[src/rtl/pipe_pkg.sv]
// -----------------------------------------------------------------------------
// pipe_pkg
// Shared definitions for the five-stage pipeline control logic.
//   state_e       : sequencing controller state encoding (INIT/RUN/MEM_WAIT)
//   RegIdxW       : register-file index width
//   DefaultStatW  : default width of the statistics counters
// -----------------------------------------------------------------------------
package pipe_pkg;

   typedef enum logic [1:0] {
      StInit    = 2'd0,
      StRun     = 2'd1,
      StMemWait = 2'd2
   } state_e;

   localparam int unsigned RegIdxW      = 5;
   localparam int unsigned DefaultStatW = 16;

endpackage

[src/rtl/sat_counter.sv]
// -----------------------------------------------------------------------------
// sat_counter
// Saturating up-counter with synchronous clear.
//   i_clk   : clock
//   i_reset : synchronous active-high reset (zeroes the count)
//   i_clr   : synchronous clear, wins over i_inc
//   i_inc   : increment request; ignored once the count is all-ones
//   o_count : current count
// -----------------------------------------------------------------------------
module sat_counter #(
   parameter int unsigned WIDTH = 16
) (
   input  logic             i_clk,
   input  logic             i_reset,
   input  logic             i_clr,
   input  logic             i_inc,
   output logic [WIDTH-1:0] o_count
);

   logic [WIDTH-1:0] r_count;

   always_ff @(posedge i_clk) begin
      if (i_reset || i_clr) begin
         r_count <= '0;
      end else if (i_inc && (r_count != '1)) begin
         r_count <= r_count + WIDTH'(1);
      end
   end

   assign o_count = r_count;

endmodule

[src/rtl/hazard_ctrl.sv]
// -----------------------------------------------------------------------------
// hazard_ctrl
// Pipeline sequencing controller: post-reset clear sequence, load-use bubble
// insertion, EX-redirect flush and whole-pipeline freeze on data-memory busy.
// Keeps saturating stall/flush statistics.
//   clock, reset          : clock, synchronous active-high reset
//   clear_stats           : zero both statistics counters
//   id_rs, id_rt          : decode-stage source registers
//   id_uses_rt            : decode instruction reads rt
//   ex_memread, ex_rt     : EX-stage load flag and destination
//   ex_redirect           : taken branch/jump resolved in EX
//   mem_busy              : data memory not ready
//   *_write / *_reset     : pipeline register write enables / clears
//   state                 : 0=INIT, 1=RUN, 2=MEM_WAIT
//   stall_count           : cycles (outside INIT) with pc_write=0
//   flush_count           : cycles in which a redirect flush was applied
// All control outputs are combinational from state and inputs.
// -----------------------------------------------------------------------------
module hazard_ctrl
   import pipe_pkg::*;
#(
   parameter int unsigned INIT_CYCLES = 2,
   parameter int unsigned STAT_W      = DefaultStatW
) (
   input  logic               clock,
   input  logic               reset,
   input  logic               clear_stats,
   input  logic [RegIdxW-1:0] id_rs,
   input  logic [RegIdxW-1:0] id_rt,
   input  logic               id_uses_rt,
   input  logic               ex_memread,
   input  logic [RegIdxW-1:0] ex_rt,
   input  logic               ex_redirect,
   input  logic               mem_busy,
   output logic               pc_write,
   output logic               if_id_write,
   output logic               id_ex_write,
   output logic               ex_mem_write,
   output logic               mem_wb_write,
   output logic               if_id_reset,
   output logic               id_ex_reset,
   output logic               ex_mem_reset,
   output logic               mem_wb_reset,
   output logic [1:0]         state,
   output logic [STAT_W-1:0]  stall_count,
   output logic [STAT_W-1:0]  flush_count
);

   // Wide enough to hold INIT_CYCLES-1 even when INIT_CYCLES is 1.
   localparam int unsigned     CntW    = $clog2(INIT_CYCLES + 1);
   localparam logic [CntW-1:0] CntLast = CntW'(INIT_CYCLES - 1);

   state_e          r_state;
   logic [CntW-1:0] r_init_cnt;

   logic w_active;
   logic w_load_use;
   logic w_flush;
   logic w_stall_inc;
   logic w_flush_inc;

   // RUN and MEM_WAIT share the same control rules; encoding 3 falls to INIT.
   assign w_active = !reset && ((r_state == StRun) || (r_state == StMemWait));

   assign w_load_use = ex_memread && (ex_rt != '0) &&
                       ((ex_rt == id_rs) || (id_uses_rt && (ex_rt == id_rt)));

   assign w_flush = w_active && !mem_busy && ex_redirect;

   always_comb begin
      pc_write     = 1'b0;
      if_id_write  = 1'b0;
      id_ex_write  = 1'b0;
      ex_mem_write = 1'b0;
      mem_wb_write = 1'b0;
      if_id_reset  = 1'b0;
      id_ex_reset  = 1'b0;
      ex_mem_reset = 1'b0;
      mem_wb_reset = 1'b0;
      if (!w_active) begin
         if_id_reset  = 1'b1;
         id_ex_reset  = 1'b1;
         ex_mem_reset = 1'b1;
         mem_wb_reset = 1'b1;
      end else if (mem_busy) begin
         // Freeze: every register holds, including EX, so a pending
         // redirect stays visible and is applied once memory is ready.
      end else if (ex_redirect) begin
         pc_write     = 1'b1;
         if_id_reset  = 1'b1;
         id_ex_reset  = 1'b1;
         ex_mem_write = 1'b1;
         mem_wb_write = 1'b1;
      end else if (w_load_use) begin
         // Hold PC and IF_ID, drop a bubble into ID_EX.
         id_ex_reset  = 1'b1;
         ex_mem_write = 1'b1;
         mem_wb_write = 1'b1;
      end else begin
         pc_write     = 1'b1;
         if_id_write  = 1'b1;
         id_ex_write  = 1'b1;
         ex_mem_write = 1'b1;
         mem_wb_write = 1'b1;
      end
   end

   always_ff @(posedge clock) begin
      if (reset) begin
         r_state    <= StInit;
         r_init_cnt <= '0;
      end else begin
         unique case (r_state)
            StRun, StMemWait: begin
               r_state <= mem_busy ? StMemWait : StRun;
            end
            default: begin
               if (r_init_cnt == CntLast) begin
                  r_state    <= StRun;
                  r_init_cnt <= '0;
               end else begin
                  r_init_cnt <= r_init_cnt + CntW'(1);
               end
            end
         endcase
      end
   end

   assign state = reset ? StInit : r_state;

   assign w_stall_inc = w_active && !pc_write;
   assign w_flush_inc = w_flush;

   sat_counter #(
      .WIDTH (STAT_W)
   ) u_stall_cnt (
      .i_clk   (clock),
      .i_reset (reset),
      .i_clr   (clear_stats),
      .i_inc   (w_stall_inc),
      .o_count (stall_count)
   );

   sat_counter #(
      .WIDTH (STAT_W)
   ) u_flush_cnt (
      .i_clk   (clock),
      .i_reset (reset),
      .i_clr   (clear_stats),
      .i_inc   (w_flush_inc),
      .o_count (flush_count)
   );

endmodule

[config.mk]
export PLATFORM = sky130hd
export DESIGN_NAME = hazard_ctrl
export DESIGN_NICKNAME = d
export VERILOG_FILES = /design/src/rtl/pipe_pkg.sv /design/src/rtl/sat_counter.sv /design/src/rtl/hazard_ctrl.sv
export SDC_FILE = /design/constraint.sdc
export NUM_CORES = 1
export LEC_CHECK = 0
export ABC_AREA = 1
export CELL_PAD_IN_SITES_DETAIL_PLACEMENT = 1
export CELL_PAD_IN_SITES_GLOBAL_PLACEMENT = 2
export CORE_MARGIN = 1
export CORE_UTILIZATION = 28
export DETAILED_ROUTE_END_ITERATION = 7
export HOLD_SLACK_MARGIN = 0.03
export PLACE_DENSITY_LB_ADDON = 0.25
export SLEW_MARGIN = 20
export SYNTH_ARGS = -nofsm -noshare
export SYNTH_HDL_FRONTEND = slang
export SYNTH_SLANG_ARGS = --single-unit
export TNS_END_PERCENT = 50
[constraint.sdc]
create_clock -name clock -period 3.2 [get_ports clock]
set_input_delay 0.64 -clock clock [delete_from_list [all_inputs] [get_ports clock]]
set_output_delay 0.64 -clock clock [all_outputs]
set_load 0.01 [all_outputs]
======== Word-level counts from Yosys, hierarchy flattened ========
Index checks and enable logic that the tools add are counted.
storage, ports and cells
  flip-flop bits (word level) ............. 36
  bits of input ports ..................... 22
  output and inout bits ................... 43
  word-level logic and storage cells ...... 54
operators by class
  $add $sub $neg .......................... 3
  equality and inequality tests ........... 7
  muxes and demuxes ....................... 22
  reductions and logical operators ........ 18
operators with widths
  cell                                                 number
  adder 16 x 1 -> 16 bit, second input constant        2
  != test 16 bit, second input constant                2
  two-way mux 1 bit                                    17
  equality test 5 bit                                  2
  two-way mux 2 bit                                    5
  logical AND 1 bit                                    9
  nonzero test 5 bit                                   1
  equality test 2 x 1 -> 1 bit, second input constant  2
  zero test 1 bit                                      3
  logical OR 1 bit                                     3
  adder 2 x 1 -> 2 bit, second input constant          1
  equality test 2 bit, second input constant           1
  nonzero test 2 bit                                   1
  OR reduction 2 bit                                   1

======== Longest topological paths before layout ========
  depth after elaboration ................. 11
  depth in mapped cells ................... 12
  mapped depth without buffers ............ 12

======== Hierarchy ========
From an unflattened synthesis, not the netlist that was laid out.
unflattened totals
  cells, all modules ...................... 396
  area total of the unflattened synthesis .. 2403.6 µm²
by module, submodules not included
  module       times used  cells each  area each (µm²)  seq. area each (µm²)
  sat_counter  2           149         950.9            320.3
  hazard_ctrl  1           98          501.7            80.1

======== Worst setup path before layout ========
Ideal clock, no wire load.
  path kind ............................... input to output
  from .................................... in ex_rt[3]
  to ...................................... out if_id_write
  arrival time ............................ 1.811 ns
  data required time ...................... 2.560 ns
  path slack .............................. 0.749 ns
  cell stages on the path ................. 9
  buffers on the path ..................... 2
  cell sequence ........................... inv_2 -> nand4_1 -> o21ai_1 -> inv_1 -> nand2_1 -> nand2_4 -> buf_4 -> nor3_1 -> buf_4
between the ends
  word-level cells in the longest chain between the ends .. 8
  elaborated cells between the ends (all ways) .. 11
  classes of those cells .................. 2 x eq/ne; 4 x mux; 5 x reduce/logical
ends and longest elaborated chain
  what                                line               source
  from (decl)                         hazard_ctrl.sv:32  input logic [RegIdxW-1:0] ex_rt,
  equality test 5 bit                 hazard_ctrl.sv:66  ((ex_rt == id_rs) || (id_uses_rt && (ex_rt == id_rt)));
  logical AND 1 bit                   hazard_ctrl.sv:66
  logical OR 1 bit                    hazard_ctrl.sv:66
  logical AND 1 bit (*)               hazard_ctrl.sv:65  assign w_load_use = ex_memread && (ex_rt != '0) &&
  two-way mux 1 bit (*) (4 in a row)  n/a
  to (decl)                           hazard_ctrl.sv:36  output logic if_id_write,
Mark *: on every way between the ends. The rest lies on a longest branch, timed or not.

======== Worst setup path in the final report ========
  from .................................... in ex_rt[2]
  to ...................................... out id_ex_write
between the ends
  word-level cells in the longest chain between the ends .. 8
  elaborated cells between the ends (all ways) .. 11
  classes of those cells .................. 2 x eq/ne; 4 x mux; 5 x reduce/logical
ends and longest elaborated chain
  what                   line               source
  equality test 5 bit    hazard_ctrl.sv:66
  logical AND 1 bit      hazard_ctrl.sv:66
  logical OR 1 bit       hazard_ctrl.sv:66
  logical AND 1 bit (*)  hazard_ctrl.sv:65
  two-way mux 1 bit (*)  hazard_ctrl.sv:94  end else if (w_load_use) begin
  two-way mux 1 bit (*)  hazard_ctrl.sv:88  end else if (ex_redirect) begin
  two-way mux 1 bit (*)  hazard_ctrl.sv:85  end else if (mem_busy) begin
  two-way mux 1 bit (*)  hazard_ctrl.sv:80  if (!w_active) begin
  to (decl)              hazard_ctrl.sv:37  output logic id_ex_write,
Marked as above.

==> summary.txt <==
Status -> complete, no violations
Die X -> 95.3 µm
Worst-path cell chain -> clkdlybuf4s50_1, inv_2, nand4_1, o21ai_1, inv_1, nand2_1, nand2_4, nor3_2, clkdlybuf4s50_1
Vias per inst -> 4.68
Most frequent CP cell -> clkdlybuf4s50_1
Post-layout instance area -> 3260 µm²
Synth area leaders -> dfxtp_1, nand2_1, inv_1, nor2_1, nand4_1
Root buffer cell -> clkbuf_8
FFs w/ async S/R, synth -> 0
Synth Area per Inst -> 6.67 µm²
GPL Wtd Cong -> 0.758
Port-buffer cells -> 64
Clock sink count -> 36
Rel. slew slack -> 0.736
Via Count -> 2502
Vias in the first global route -> 2430
Final core utilization -> 0.393
Crit-path max cell delay -> 0.57 ns
DRT Pass-1 Iters -> 4
Hold Buf Count CTS -> 0
Critical Path RT -> 2.56 ns
Ys flop type -> dfxtp_1
Pin count of the biggest net entering global routing -> 18
Row count -> 33
Die Y -> 95.3 µm
Peak Freq -> 335 MHz
Wire length per cell -> 12.8 µm
First-pass GRT wire length -> 11400 µm
Top cell type by total area after synthesis -> dfxtp_1
CP Class -> in -> out
TritonCTS clock tree -> done
HP Class -> reg -> reg
Final wirelength -> 6860 µm
Crit end category -> primary output
Power per cell area -> 320 nW/µm²
Total Nets Final -> 453
Fraction of synthesized area in multiplexers -> 0
Setup Viol. Count Final -> 0
GRT overflow -> 0
HP Start -> r_init_cnt[1]
Synth warnings -> 0
Detailed Route Iter0 Violations -> 46
Die area -> 9070 µm²
Share of cells above drive strength 1 -> 0.142
Unrepaired setup endpoints after global routing -> false
Number of synthesized flops with an enable pin -> 0
Pleak -> 0.00115 µW
Worst hold slack -> 0.444 ns
Worst r2r src -> u_stall_cnt.o_count[0]
Peak supply drop -> 0.141 mV
Antenna violations before repair -> 0
Syn nets -> 389
Mapped Cells -> 365
Detail Route Antenna Nets -> 0
XOR/XNOR Fraction of Synth Area -> 0.0468
Simple-gate share of the synthesized area -> 0.403
Clock transition at path regs -> 0.07 ns
Final Slew Violations -> 0
TNS Setup -> 0 ns
Most common cell in the synthesized netlist -> nand2_1
Critical path arrival -> 2.35 ns
CTS Buffer Depth -> 2
Part of the cycle the worst path needs -> 0.933
Slowest CP cell -> clkdlybuf4s50_1
Reg2Reg Setup Slack -> 1.31 ns
#FFs+latches synth -> 36
Register area share after synthesis -> 0.296
Area grow syn2layout -> 34.0%
Capturing point of the worst reg2reg path -> u_stall_cnt.o_count[2]
Mapped cell area -> 2430 µm²
Final Hold Viols -> 0
Top cell type's share of synthesized area -> 0.296
Adder-cell share of the synthesized area -> 0.0103
Post-synth cell types -> 35
CTS buffer count -> 5
Largest family of logic cells by synthesized area -> simple AND/OR/NAND/NOR gates
Core ar. -> 8300 µm²
Dpl hpwl -> 5360 µm
Synth top cells by count -> nand2_1, inv_1, nor2_1
Min Clock Period, post-route -> 2.99 ns
Starting density of the core -> 0.293
# diodes -> 0
Placed Area -> 3150 µm²
Compound-Gate Fraction of Synth Area -> 0.119
DRC viols -> 0
Max-Cap Viols -> 0
CP Max Fanout -> 3
CP Launch Type -> primary input
Worst-Skew Late Latency -> 0.29 ns
WHS Endpoint -> r_init_cnt[1]
H-tree depth -> 2
GRT Total Usage -> 0.160
Reg2reg path depth -> 9
Measured slew at the worst slew-check pin -> 0.393 ns
Top-level port count -> 65
WHS Path Cells -> 2
Design Power -> 1040 µW
Setup Skew -> 0.00595 ns
[per-layer routing]
layer / vias to the layer above / global-route usage / part of all wire
met3: 4 / 0.0295 / 0.040
li1: 1299 / - / -
met5: - / 0 / 0
met1: 1157 / 0.217 / 0.49
met4: 0 / 0.0341 / 0.0073
met2: 42 / 0.264 / 0.46
[layout by cell type (no fill, tap or decap)]
master,n
xnor2_1,3
o21a_1,1
nor2_2,2
nand2_1,88
nand3_2,2
dlymetal6s2s_1,1
inv_2,11
dfxtp_1,36
or2_0,1
and3_1,1
a211oi_2,1
xor2_1,10
nand4_1,22
inv_1,46
clkdlybuf4s50_1,63
bufinv_16,1
buf_4,4
nand3_1,16
o21ai_0,7
clkbuf_8,5
o31ai_1,1
nor4_1,2
nor3_2,4
clkbuf_1,1
nand2_4,2
o21ai_1,5
ha_1,2
nor3_1,5
nor2_4,4
a21oi_4,1
a31oi_1,2
nand2_2,12
nand3_4,2
nor2_1,37
a21oi_1,19
a21oi_2,9
clkinv_2,1
[what timing repair did]
action	in CTS	in global routing
setup buffers	0	0
gates resized for setup	0	2
endpoints found under the setup margin	0	3
[cell type report]
| class | count | area [µm²] |
|---|---|---|
| Tap cell | 105 | 131 |
| Multi-Input combinational cell | 261 | 1420 |
| Timing Repair Buffer | 68 | 673 |
| Clock buffer | 6 | 72.6 |
| Inverter | 57 | 214 |
| Clock inverter | 2 | 35.0 |
| Sequential cell | 36 | 721 |
| Fill cell | 1086 | 5040 |
[where the power goes]
part	switching (µW)	total (µW)	internal, µW
Clock	175	406	232
Combinational	99.1	177	78.2
Sequential	5.61	461	455
Total	279	1040	765
[state kept, by name, summed over array words and instances, names as in the netlist]
register and flops:
u_flush_cnt.o_count 16, u_stall_cnt.o_count 16, r_init_cnt 2, r_state 2
[stage by stage]
step | setup slack [ns] | instances
after detailed placement | 0.0870 | 527
after CTS | 0.0800 | 535
after global routing | 0.0435 | 535
after global placement | 0.138 | 527
final | 0.213 | 535
after floorplan | 0.749 | 365
[worst max path at each step]
stage / to / startpoint / slack [ns]
final: id_ex_write / ex_rt[2] / 0.21
after global routing: if_id_write / ex_rt[3] / 0.04
after CTS: id_ex_write / ex_rt[2] / 0.08
after detailed placement: id_ex_write / ex_rt[2] / 0.09
after global placement: id_ex_reset / ex_rt[0] / 0.14
after floorplan: if_id_write / ex_rt[3] / 0.75
[critical path: cells and delay by family]
kind,cells,cell delay [ns]
AO/OA/AOI/OAI,1,0.14
AND/OR/NAND/NOR,4,0.40
buffers and inverters,4,1.17
[cells by family after synthesis]
kind of cell,after synthesis
compound gates,46
xor+xnor,13
fa+ha+maj,2
buf+inv,68
flops,36
simple gates,200
Power figures use the tool's default switching activity.
